--- config.mk ---
export PLATFORM = sky130hd
export DESIGN_NAME = tdm_demux_flat
export DESIGN_NICKNAME = d
export VERILOG_FILES = /design/src/rtl/tdm_demux_if.sv /design/src/rtl/tdm_demux.sv /design/src/flat_wrapper.sv
export SDC_FILE = /design/constraint.sdc
export NUM_CORES = 1
export LEC_CHECK = 0
export BUFFER_PORTS_ARGS = -buffer_cell sky130_fd_sc_hd__buf_2
export CORE_MARGIN = 1.5
export CORE_UTILIZATION = 57
export DETAILED_ROUTE_END_ITERATION = 8
export GPL_ROUTABILITY_DRIVEN = 0
export PLACE_DENSITY = 0.89
export SLEW_MARGIN = 20
export SYNTH_ARGS = -nofsm -noshare
export SYNTH_HDL_FRONTEND = slang
export SYNTH_SLANG_ARGS = --single-unit
--- constraint.sdc ---
create_clock -name clk -period 3 [get_ports clk]
set_input_delay 0.6 -clock clk [delete_from_list [all_inputs] [get_ports clk]]
set_output_delay 0.6 -clock clk [all_outputs]
set_load 0.01 [all_outputs]
--- src/rtl/tdm_demux_if.sv ---
// Slot-serial input and parallel-frame output bundle of the TDM demultiplexer.
interface tdm_demux_if #(
  parameter int CH = 16,
  parameter int W  = 1
);
  localparam int SW = $clog2(CH);

  logic [W-1:0]    din;
  logic            din_valid;
  logic            sync;
  logic [CH*W-1:0] dout;
  logic            dout_valid;
  logic [SW-1:0]   slot;
  logic            locked;
  logic            sync_err;

  modport master (
    output din, din_valid, sync,
    input  dout, dout_valid, slot, locked, sync_err
  );

  modport slave (
    input  din, din_valid, sync,
    output dout, dout_valid, slot, locked, sync_err
  );
endinterface

--- src/rtl/tdm_demux.sv ---
// TDM demultiplexer: acquires frame lock on a slot-serial stream, flywheels over missed
// syncs and presents each completed locked frame in parallel, 1 clk after its last beat.
module tdm_demux #(
  parameter int CH          = 16,
  parameter int W           = 1,
  parameter int LOCK_FRAMES = 2,
  parameter int MISS_FRAMES = 2
) (
  input  logic       clk,
  input  logic       rst_n,
  tdm_demux_if.slave bus
);
  localparam int SW = $clog2(CH);
  localparam int GW = $clog2(LOCK_FRAMES + 1);
  localparam int MW = $clog2(MISS_FRAMES + 1);
  localparam logic [SW-1:0] LAST = SW'(CH - 1);

  typedef enum logic [1:0] {HUNT, CONFIRM, LOCKED} state_t;

  state_t              state_q, state_d;
  logic [SW-1:0]       slot_q, slot_d;
  logic [GW-1:0]       good_q, good_d, good_inc;
  logic [MW-1:0]       miss_q, miss_d, miss_inc;
  logic [(CH-1)*W-1:0] shadow_q;
  logic [CH*W-1:0]     dout_q;
  logic                dout_valid_q, sync_err_q;
  logic                cap, emit, err;
  logic [SW-1:0]       cap_idx;
  logic                beat, exp_beat, lock_hit, miss_hit;

  assign beat     = bus.din_valid;
  assign exp_beat = beat && (slot_q == '0);
  assign good_inc = good_q + GW'(1);
  assign miss_inc = miss_q + MW'(1);
  assign lock_hit = (good_inc == GW'(LOCK_FRAMES));
  assign miss_hit = (miss_inc == MW'(MISS_FRAMES));

  always_ff @(posedge clk or negedge rst_n) begin
    if (!rst_n) state_q <= HUNT;
    else        state_q <= state_d;
  end

  always_comb begin
    state_d = state_q;
    unique case (state_q)
      HUNT:    if (beat && bus.sync) state_d = CONFIRM;
      CONFIRM: if (exp_beat) state_d = !bus.sync ? HUNT : (lock_hit ? LOCKED : CONFIRM);
      LOCKED:  if (exp_beat && !bus.sync && miss_hit) state_d = HUNT;
      default: state_d = HUNT;
    endcase
  end

  always_comb begin
    slot_d  = slot_q;
    good_d  = good_q;
    miss_d  = miss_q;
    cap     = 1'b0;
    cap_idx = slot_q;
    emit    = 1'b0;
    err     = 1'b0;
    if (beat) begin
      unique case (state_q)
        HUNT: begin
          if (bus.sync) begin
            cap     = 1'b1;
            cap_idx = '0;
            slot_d  = SW'(1);
            good_d  = '0;
          end
        end
        CONFIRM: begin
          // A sync off slot 0 is treated as the new frame start and restarts the count.
          if (bus.sync && slot_q != '0) begin
            cap     = 1'b1;
            cap_idx = '0;
            slot_d  = SW'(1);
            good_d  = '0;
          end else if (slot_q == '0 && !bus.sync) begin
            slot_d = '0;
          end else begin
            cap    = 1'b1;
            slot_d = slot_q + SW'(1);
            if (slot_q == '0) begin
              good_d = good_inc;
              if (lock_hit) miss_d = '0;
            end
          end
        end
        LOCKED: begin
          if (slot_q == '0 && !bus.sync && miss_hit) begin
            slot_d = '0;
            miss_d = '0;
          end else begin
            cap    = 1'b1;
            slot_d = slot_q + SW'(1);
            if (slot_q == '0) miss_d = bus.sync ? '0 : miss_inc;
            err    = bus.sync && (slot_q != '0);
            emit   = (slot_q == LAST);
          end
        end
        default: ;
      endcase
    end
  end

  always_ff @(posedge clk or negedge rst_n) begin
    if (!rst_n) begin
      slot_q       <= '0;
      good_q       <= '0;
      miss_q       <= '0;
      shadow_q     <= '0;
      dout_q       <= '0;
      dout_valid_q <= 1'b0;
      sync_err_q   <= 1'b0;
    end else begin
      slot_q       <= slot_d;
      good_q       <= good_d;
      miss_q       <= miss_d;
      dout_valid_q <= emit;
      sync_err_q   <= err;
      if (emit) dout_q <= {bus.din, shadow_q};
      // The last slot bypasses the shadow and is taken straight from din.
      for (int i = 0; i < CH - 1; i++) begin
        if (cap && cap_idx == SW'(i)) shadow_q[i*W +: W] <= bus.din;
      end
    end
  end

  assign bus.dout       = dout_q;
  assign bus.dout_valid = dout_valid_q;
  assign bus.slot       = slot_q;
  assign bus.locked     = (state_q == LOCKED);
  assign bus.sync_err   = sync_err_q;
endmodule

--- src/flat_wrapper.sv ---
// flat-port wrapper written by rule: the top's interface ports become plain ports
module tdm_demux_flat 
#(
  parameter int CH          = 16,
  parameter int W           = 1,
  parameter int LOCK_FRAMES = 2,
  parameter int MISS_FRAMES = 2
)
  (clk, rst_n, bus_din, bus_din_valid, bus_sync, bus_dout, bus_dout_valid, bus_slot, bus_locked, bus_sync_err);
  tdm_demux_if #(.CH(CH), .W(W)) bus_i ();
  input  logic clk;
  input  logic rst_n;
  input wire logic [$bits(bus_i.din)-1:0] bus_din;
  input wire logic [$bits(bus_i.din_valid)-1:0] bus_din_valid;
  input wire logic [$bits(bus_i.sync)-1:0] bus_sync;
  output wire logic [$bits(bus_i.dout)-1:0] bus_dout;
  output wire logic [$bits(bus_i.dout_valid)-1:0] bus_dout_valid;
  output wire logic [$bits(bus_i.slot)-1:0] bus_slot;
  output wire logic [$bits(bus_i.locked)-1:0] bus_locked;
  output wire logic [$bits(bus_i.sync_err)-1:0] bus_sync_err;
  assign bus_i.din = bus_din;
  assign bus_i.din_valid = bus_din_valid;
  assign bus_i.sync = bus_sync;
  assign bus_dout = bus_i.dout;
  assign bus_dout_valid = bus_i.dout_valid;
  assign bus_slot = bus_i.slot;
  assign bus_locked = bus_i.locked;
  assign bus_sync_err = bus_i.sync_err;
  tdm_demux #(.CH(CH), .W(W), .LOCK_FRAMES(LOCK_FRAMES), .MISS_FRAMES(MISS_FRAMES)) u_core (.clk(clk), .rst_n(rst_n), .bus(bus_i));
endmodule
==> results.ini <==
[synthesis]
ys_ff_latch=43
synth.area.top_cells=dfrtp_1 51%, mux2_1 10%, mux2_2 6.9%, ha_1 4.7%, nor3_1 2.8%
ys.flop_type=dfrtp_1
yosysTopAreaCellShare=0.508
synth_edf_count=0
synth.largest_area_cell=dfrtp_1
synth_area_per_cell_sq_um=11.3
synth_async_sr_flop_share=1.00
ys_types=36
synthCells=188
synth.yosys.seq_area_share=0.508
synthesis.nets=201
syn-cell-area_sq_um=2120
yosysWarnings=0

[pwr]
p_seq_frac=0.414
power.share.combinational=0.337
p_sw_uw=630
p_clk_frac=0.249
ir_worst_vdd_v=0.000328
p_sw_frac=0.364
power_density_nw_per_um2=733
p_leak_nw=1.22
power_mw=1.73
internal_power_mw=1.10

[place]
dpl_worst_slack_ns=0.567
io_buffer_count=27
place_inst=253
hpwlAfterDp_um=2800
placed_area_sq_um=2250

[route]
dr.pass1.iters=5
drtAntennaViolNets=0
drt_iter0_drc=141
avgRoutedWirePerCell_um=15.8
drc=0
route.vias.total=1561
drt_wl_total_um=4100
viasPerCell=6.00

[timing]
tns_ns=0
fin_crit_sh=0.845
rsz0062_at_grt=no
fmax_mhz=394
tightest_slew_ns=0.924
final_hold_viol_count=0
setup_viol=0
setup_ws_ns=0.464
drv_slew=0
maxSlewHeadroom=0.384
finalClockSkew_ns=0.00853
fin_crit_ns=2.54
whs_ns=0.438

[worst_setup_path]
slowest_delay_ns=0.48
crit_fanout=11
required_ns=3.18
reg2regPathDepth=7
crit_arrival_ns=2.72
slowest_stage=dfrtp_1
r2r_setup_slack_ns=0.46
reg2reg_from=u_core.bus.slot[0]$_DFFE_PN0P_
critPathCapture=u_core.shadow_q[5]$_DFFE_PN0P_
cp-start-kind=flop
criticalPathCategory=reg2reg
cp.depth=7
crit_chain=inv_1 -> ha_1 -> nor3b_2 -> o21ai_0 -> o211ai_2 -> nor4_1 -> mux2_1
timing.rr.end=u_core.shadow_q[5]$_DFFE_PN0P_
cp-startpoint=u_core.bus.slot[0]$_DFFE_PN0P_
critPathBufInv=1
crit_family=simple AND/OR/NAND/NOR gates
crit_path_end_kind=flop

[layout]
final_cells=260
drive_gt1_frac=0.234
syn2layout_area_growth_pct=11.5
final_util=0.686
diodes=0
finish.instance_area_sq_um=2360
fillCellCount=258
nets=227

[clock_network]
clk_pin_slew_worst_paths_ns=0.08
cts_tree=done
cts_htree_levels=2
post_cts_resized=0
cts.path.max_buffers=2
cts-buffers-inserted=5
postCtsSetupRepairBufs=0
cts_sinks=43
cts-root-buf=clkbuf_8
holdBufCountCts=0
clkLatencyLatePin_ns=0.29

[status]
outcome=finished, final reports clean

[floorplanning]
io_pins=28
dieArea_sq_um=4090
core.rowCount=21
coreArea_sq_um=3440
start_util=0.615
die_width_um=63.9
die_h_um=63.9

[worst_hold_path]
hp-class=in2async

[global_route]
grt_pass1_wl_um=6830
grt_max_degree=44
grt_pass1_vias=1496
overflow=0
antenna_found_initial=0
gr-usage-all-layers=0.216

[flow_run]
maxCapViolCount=0

==> metal layers <==
layer | GRT usage | vias to the layer above | wire (um)
met3 | 0.0458 | 6 | 247
met2 | 0.361 | 73 | 2000
li1 | - | 718 | -
met5 | 0 | - | 0
met1 | 0.275 | 764 | 1800
met4 | 0.0815 | 0 | 55
==> cell usage in the layout (no fill, tap or decap), types with 2 or more instances in the layout <==
master,netlist,layout
a21oi_1,5,5
buf_2,5,27
clkbuf_8,0,5
dfrtp_1,43,43
ha_1,8,8
inv_1,10,10
mux2_1,19,19
mux2_2,13,13
mux2i_1,2,2
nand2_1,16,16
nand2b_1,2,2
nand3_1,3,3
nand3b_1,2,2
nor2_1,11,11
nor3_1,12,12
nor4_1,3,3
o21ai_0,9,9
o21ai_1,3,3
o2bb2ai_1,2,2
==> sequential cells by signal (all words and copies together), names as in the netlist <==
signal,count
u_core.bus.dout,16
u_core.bus.dout_valid,1
u_core.bus.slot,4
u_core.bus.sync_err,1
u_core.good_q,2
u_core.miss_q,2
u_core.shadow_q,15
u_core.state_q,2
==> cell type report <==
class | count | area (sq um) | share of cell area
repair buffers | 28 | 143 | 0.0604
inverters | 10 | 37.5 | 0.0159
well taps | 46 | 57.6 | 0.0244
multi-input cells | 126 | 941 | 0.399
flip-flops and latches | 43 | 1080 | 0.456
clock inverters | 2 | 37.5 | 0.0159
clock buffers | 5 | 68.8 | 0.0291
==> synth_stat cells (2+ instances only) <==
cell       count
a21oi_1        5
buf_2          5
buf_6          3
dfrtp_1       43
ha_1           8
inv_1         10
mux2_1        19
mux2_2        13
mux2i_1        2
nand2_1       16
nand2b_1       2
nand3_1        3
nand3b_1       2
nor2_1        11
nor3_1        12
nor4_1         3
o21ai_0        9
o21ai_1        3
o2bb2ai_1      2
==> power groups by stage <==
stage                     Combinational [mW]  Sequential [mW]  Clock [mW]
after global placement                 0.537            0.718           0
final                                  0.583            0.717       0.432
after floorplan                        0.439            0.709           0
after detailed placement               0.556            0.725           0
after CTS                              0.572            0.717       0.439
after global routing                   0.638            0.728       0.465
==> worst min path at each step <==
stage	end	slack [ns]	from	cells after the start
6_report	u_core.shadow_q[10]$_DFFE_PN0P_	0.44	rst_n	1
3_3_place_gp	u_core.good_q[0]$_DFFE_PN0P_	0.46	u_core.good_q[0]$_DFFE_PN0P_	1
2_1_floorplan	u_core.bus.dout[0]$_DFFE_PN0P_	0.30	rst_n	0
5_1_grt	u_core.shadow_q[10]$_DFFE_PN0P_	0.51	rst_n	1
3_5_place_dp	u_core.good_q[0]$_DFFE_PN0P_	0.47	u_core.good_q[0]$_DFFE_PN0P_	1
4_1_cts	u_core.bus.dout_valid$_DFF_PN0_	0.46	rst_n	1
==> cell families (layout without fill, tap and decap cells) <==
| family | after synthesis | after routing | share of synthesized area |
|---|---|---|---|
| simple gates | 55 | 55 | 0.129 |
| flops | 43 | 43 | 0.508 |
| mux | 34 | 34 | 0.180 |
| compound gates | 29 | 29 | 0.0887 |
| buf+inv | 19 | 45 | 0.0473 |
| fa+ha+maj | 8 | 8 | 0.0473 |
Power figures use the tool's default switching activity.
